[src/rtl/gcore_loader_pkg.sv]
// Shared constants for the opcode-RAM loader: state encoding, data width, default timeout.
// Optional feature macro: LOADER_CHECKSUM_EN adds the CSUM state.
package gcore_loader_pkg;

  localparam int unsigned DataW                = 8;
  localparam int unsigned DefaultTimeoutCycles = 1_000_000;

  typedef logic [2:0] state_t;

  localparam state_t StIdle  = 3'd0;
  localparam state_t StClear = 3'd1;
  localparam state_t StLen   = 3'd2;
  localparam state_t StData  = 3'd3;
`ifdef LOADER_CHECKSUM_EN
  localparam state_t StCsum  = 3'd4;
`endif
  localparam state_t StDone  = 3'd5;
  localparam state_t StError = 3'd6;

  // States in which the loader is willing to take a byte from the source.
  function automatic logic is_load_state(input state_t s);
`ifdef LOADER_CHECKSUM_EN
    return (s == StLen) || (s == StData) || (s == StCsum);
`else
    return (s == StLen) || (s == StData);
`endif
  endfunction

endpackage

[src/rtl/loader_timer.sv]
// Idle-cycle watchdog: expired fires on the TIMEOUT_CYCLES-th consecutive enabled cycle.
// TIMEOUT_CYCLES = 0 removes the counter and expired stays low.
module loader_timer #(
  parameter int unsigned TIMEOUT_CYCLES = 8
) (
  input  logic clk,
  input  logic rst,
  input  logic clear,
  input  logic enable,
  output logic expired
);

  if (TIMEOUT_CYCLES == 0) begin : g_off
    logic w_unused_inputs;
    assign w_unused_inputs = ^{clk, rst, clear, enable};
    assign expired         = 1'b0;
  end else begin : g_on
    localparam int unsigned CntW = (TIMEOUT_CYCLES > 1) ? $clog2(TIMEOUT_CYCLES) : 1;
    localparam logic [CntW-1:0] LastCnt = CntW'(TIMEOUT_CYCLES - 1);

    logic [CntW-1:0] r_cnt;

    assign expired = enable & (r_cnt == LastCnt);

    always_ff @(posedge clk or posedge rst) begin
      if (rst) begin
        r_cnt <= '0;
      end else if (clear || expired) begin
        r_cnt <= '0;
      end else if (enable) begin
        r_cnt <= r_cnt + CntW'(1);
      end
    end
  end

endmodule

[src/rtl/opram_loader.sv]
// Streams a length-prefixed opcode image into the opcode RAM while holding the CPU in reset.
// Optional feature macro: LOADER_CHECKSUM_EN (trailing mod-256 checksum byte).
module opram_loader
  import gcore_loader_pkg::*;
#(
  parameter int unsigned TIMEOUT_CYCLES = DefaultTimeoutCycles
) (
  input  logic             clk,
  input  logic             rst,
  input  logic             start,
  input  logic             in_valid,
  input  logic [DataW-1:0] in_data,
  output logic             in_ready,
  output logic             write,
  output logic [DataW-1:0] writeaddr,
  output logic [DataW-1:0] writeop,
  output logic             write_rst,
  output logic             cpu_rst,
  output logic             busy,
  output logic             done,
  output logic             error
);

`ifdef LOADER_CHECKSUM_EN
  localparam state_t StAfterData = StCsum;
`else
  localparam state_t StAfterData = StDone;
`endif

  state_t           r_state;
  state_t           w_state_next;
  logic [DataW-1:0] r_len;
  logic [DataW-1:0] r_idx;
  logic             r_write;
  logic [DataW-1:0] r_waddr;
  logic [DataW-1:0] r_wop;
  logic             w_accept;
  logic             w_last_data;
  logic             w_expired;
  logic             w_tmr_clear;
  logic             w_tmr_enable;

  assign in_ready    = is_load_state(r_state);
  assign w_accept    = in_valid & in_ready;
  assign w_last_data = (r_idx == (r_len - DataW'(1)));

  assign w_tmr_clear  = (r_state == StClear) | w_accept;
  assign w_tmr_enable = in_ready & ~in_valid;

  loader_timer #(
    .TIMEOUT_CYCLES(TIMEOUT_CYCLES)
  ) u_timer (
    .clk    (clk),
    .rst    (rst),
    .clear  (w_tmr_clear),
    .enable (w_tmr_enable),
    .expired(w_expired)
  );

`ifdef LOADER_CHECKSUM_EN
  logic [DataW-1:0] r_sum;

  always_ff @(posedge clk or posedge rst) begin
    if (rst) begin
      r_sum <= '0;
    end else if (r_state == StClear) begin
      r_sum <= '0;
    end else if ((r_state == StData) && w_accept) begin
      r_sum <= r_sum + in_data;
    end
  end
`endif

  always_comb begin
    w_state_next = r_state;
    case (r_state)
      StIdle, StDone, StError: begin
        if (start) w_state_next = StClear;
      end
      StClear: w_state_next = StLen;
      StLen: begin
        if (w_accept) begin
          w_state_next = (in_data != '0) ? StData : StAfterData;
        end else if (w_expired) begin
          w_state_next = StError;
        end
      end
      StData: begin
        if (w_accept) begin
          if (w_last_data) w_state_next = StAfterData;
        end else if (w_expired) begin
          w_state_next = StError;
        end
      end
`ifdef LOADER_CHECKSUM_EN
      StCsum: begin
        if (w_accept) begin
          w_state_next = (in_data == r_sum) ? StDone : StError;
        end else if (w_expired) begin
          w_state_next = StError;
        end
      end
`endif
      default: w_state_next = StIdle;
    endcase
  end

  always_ff @(posedge clk or posedge rst) begin
    if (rst) begin
      r_state <= StIdle;
      r_len   <= '0;
      r_idx   <= '0;
      r_write <= 1'b0;
      r_waddr <= '0;
      r_wop   <= '0;
    end else begin
      r_state <= w_state_next;
      r_write <= 1'b0;
      if (r_state == StClear) begin
        r_len <= '0;
        r_idx <= '0;
      end
      if ((r_state == StLen) && w_accept) begin
        r_len <= in_data;
      end
      // Address/data hold their last value between strobes; r_idx stops at N.
      if ((r_state == StData) && w_accept) begin
        r_write <= 1'b1;
        r_waddr <= r_idx;
        r_wop   <= in_data;
        r_idx   <= r_idx + DataW'(1);
      end
    end
  end

  assign write     = r_write;
  assign writeaddr = r_waddr;
  assign writeop   = r_wop;
  assign write_rst = (r_state == StClear);
  assign cpu_rst   = (r_state != StIdle) && (r_state != StDone);
  assign busy      = in_ready | (r_state == StClear);
  assign done      = (r_state == StDone);
  assign error     = (r_state == StError);

endmodule

[config.mk]
export PLATFORM = sky130hd
export DESIGN_NAME = opram_loader
export DESIGN_NICKNAME = d
export VERILOG_FILES = /design/src/rtl/gcore_loader_pkg.sv /design/src/rtl/loader_timer.sv /design/src/rtl/opram_loader.sv
export SDC_FILE = /design/constraint.sdc
export NUM_CORES = 1
export LEC_CHECK = 0
export ABC_AREA = 1
export CAP_MARGIN = 20
export CORE_UTILIZATION = 50
export DETAILED_ROUTE_END_ITERATION = 10
export HOLD_SLACK_MARGIN = 0.1
export PLACE_DENSITY_LB_ADDON = 0.25
export SYNTH_ARGS = -nofsm -noshare
export SYNTH_HDL_FRONTEND = slang
export SYNTH_SLANG_ARGS = --single-unit
[constraint.sdc]
create_clock -name clk -period 2.2 [get_ports clk]
set_input_delay 0.22 -clock clk [delete_from_list [all_inputs] [get_ports clk]]
set_output_delay 0.22 -clock clk [all_outputs]
set_load 0.01 [all_outputs]
==> flow_summary.toml <==
[sta]
setup_viol_count_final = 0
fin_tns_setup_ns = 0
maxSlewHeadroom_pct = 70.57
worstMarginPinSlew_ns = 0.4409
max_freq_mhz = 490.2
hold_violations = 0
period_needed_ns = 2.040
period_share_pct = 92.73
rsz0062_at_grt = "no"
fin_skew_ns = 0.004917
setup_ws_ns = 0.1599
slew_violations = 0

[setup_path]
reg2reg_depth = 14
cp-start-kind = "flop"
r2r-end = "r_state[1]"
path_max_fanout = 6
cp_cell_sequence = "inv_2 -> nand2_2 -> nand2_8 -> buf_12 -> clkdlybuf4s50_1"
criticalPathCategory = "reg2out"
cp.required_ns = 1.98
worstSetupEndpointType = "primary output"
worstPathArrival_ns = 1.82
r2r_setup_slack_ns = 0.43
r2r-start = "r_len[0]"
max_stage_delay_ns = 0.53
cp_slowest_cell = "clkdlybuf4s50_1"

[drt]
drcViolationCount = 0
drtIter0Drc = 195
num_vias = 2733
finalWirelength_um = 6593
first_pass_iters = 5
wire_per_inst_um = 12.65
vias_per_cell = 5.246
drtAntennaViolNets = 0

[final_layout]
fin_area_sq_um = 3641
nets = 460
fill_cells = 534
mostFrequentLayoutCell = "nand2_1"
final_cell_mix = "nand2_1, dfrtp_1, inv_1"
drive_gt1_share_pct = 10.09
diodes = 0
final_core_util_pct = 61.50
finalNonFillerCells = 521
area_delta_synth_final_pct = 18.63

[die]
die_w_um = 80.35
die-area_sq_um = 6455
die-height_um = 80.35
ios = 35
initial_core_util_pct = 51.84
core_sq_um = 5921
fp-row-count = 28

[clock_network]
insertion_delay_ns = 0.32
clkSinkCount = 56
cts_buffers = 5
cts_max_path_buffers = 2
htree_levels = 2
cts.clk_slew.worst_paths_ns = 0.11
cts_tree = "yes"
root_buffer = "clkbuf_8"

[pwr]
intPower_uw = 2301
combPwrFrac_pct = 48.6
p_sw_share_pct = 41.00
pwr-share-seq_pct = 36.4
leakage_uw = 0.001662
clkPwrFrac_pct = 15.0
power.density_nw_per_um2 = 1071
ir_drop_v = 0.0005143
power.switching_uw = 1600

[synth]
avgSynthCellArea_sq_um = 7.616
ys_warn_count = 0
ys_seq_elements = 56
synthFlopType = "dfrtp_1"
synthArstFlopShare_pct = 100.0
ys_seq_area_share_pct = 45.66
synthesis.area_sq_um = 3069
syn-instance-count = 403
syn-num-nets = 418
synth_edf_count = 0
synth_cell_types = 41

[global_routing]
first_global_vias = 2529
grt_pass1_wl_um = 11700
antenna_found_initial = 0
grt_max_degree = 38
globalRouteTotalUtil_pct = 23.45
overflow = 0

[placement]
placed_cell_area_sq_um = 3497
pre_cts_ws_ns = 0.3996
portBuffers = 34
gp_congestion = 0.8479
hpwl_um = 4891
placed_cells = 509

[hold_path]
hp-class = "in2async"

[flow_run]
cap_violations = 0

[outcome]
status = "completed"
## flip-flops by register name (all words and copies together) (netlist names)
name and cells:
u_timer.g_on.r_cnt 20, r_idx 8, r_len 8, writeaddr 8, writeop 8, r_state 3
write 1
## per-layer routing
metal	global-route usage [%]	up-vias	wire [um]
li1	-	1387	-
met1	34.71	1274	3297
met2	34.15	59	2950
met3	3.295	13	226
met4	9.464	0	119
met5	0	-	0
## Yosys cell counts, types with 2 or more instances
master / number / share of area, %
dfrtp_1: 56 / 46
nand2_2: 6 / 1.2
nand3_1: 26 / 4.2
nor2_2: 6 / 1.2
nor4_1: 2 / 0.41
nand2_4: 2 / 0.73
buf_2: 3 / 0.49
buf_6: 2 / 0.73
ha_1: 3 / 1.2
o21a_1: 3 / 0.73
nor3_1: 14 / 2.3
o21ai_0: 22 / 3.6
nand4_1: 11 / 2.2
nand2_1: 99 / 12
nor3_2: 2 / 0.65
xor2_1: 3 / 0.86
o21ai_1: 7 / 1.1
inv_1: 50 / 6.1
o22ai_1: 7 / 1.4
inv_2: 5 / 0.61
nor2_1: 46 / 5.6
a21oi_1: 9 / 1.5
## what timing repair did
item | CTS | global route
buffers inserted | 0 | 4
endpoints found under the setup margin | 0 | 1
resized for setup | 0 | 1
hold buffers | 0 | 0
## power by group through the flow
stage / sequential (uW) / combinational [uW] / clock, uW
floorplan: 1470 / 1130 / 0
global placement: 1430 / 1730 / 0
detailed placement: 1440 / 1760 / 0
CTS: 1420 / 1780 / 601
global route: 1450 / 2130 / 636
finish: 1420 / 1900 / 587
## cells by family (layout without fill, tap and decap cells)
family / Yosys count / in the layout / share of synthesized area, %
buffers and inverters: 64 / 107 / 8.642
XOR/XNOR: 4 / 4 / 1.142
flip-flops: 56 / 56 / 45.66
AO/OA/AOI/OAI: 52 / 52 / 9.376
AND/OR/NAND/NOR: 224 / 224 / 33.96
adder cells (fa/ha/maj): 3 / 3 / 1.223
## stage by stage
stage	hold slack, ns	power [uW]
after floorplan	0.3869	2596
after global placement	0.4672	3158
after detailed placement	0.4720	3202
after CTS	0.2231	3796
after global routing	0.2420	4226
final	0.2046	3901
## worst max-delay path, delay by kind of cell (launching register included)
family	cells	cell delay, ns
buffers and inverters	3	0.80
DFF	1	0.44
and+or+nand+nor	2	0.26
## final cells by class
type,instances,area (sq um),area share (%)
flip-flops and latches,56,1401,38.49
well taps,75,93.84,2.577
repair buffers,42,425.4,11.68
multi-input cells,283,1411,38.76
clock buffers,5,68.82,1.890
inverters,57,216.5,5.945
clock inverters,3,23.77,0.6529
## how the worst max path moves through the flow
stage                     slack, ns        to  cells past startpoint  startpoint
after global routing           0.04   cpu_rst                      6  r_state[2]
after CTS                      0.04   cpu_rst                      6  r_state[2]
after global placement         0.42  r_idx[7]                     10    in_valid
after detailed placement       0.40  r_idx[7]                     10    in_valid
after floorplan                0.61  r_idx[0]                      1         rst
final                          0.16      busy                      5  r_state[2]
No activity file was read; power rests on OpenSTA's default activity.
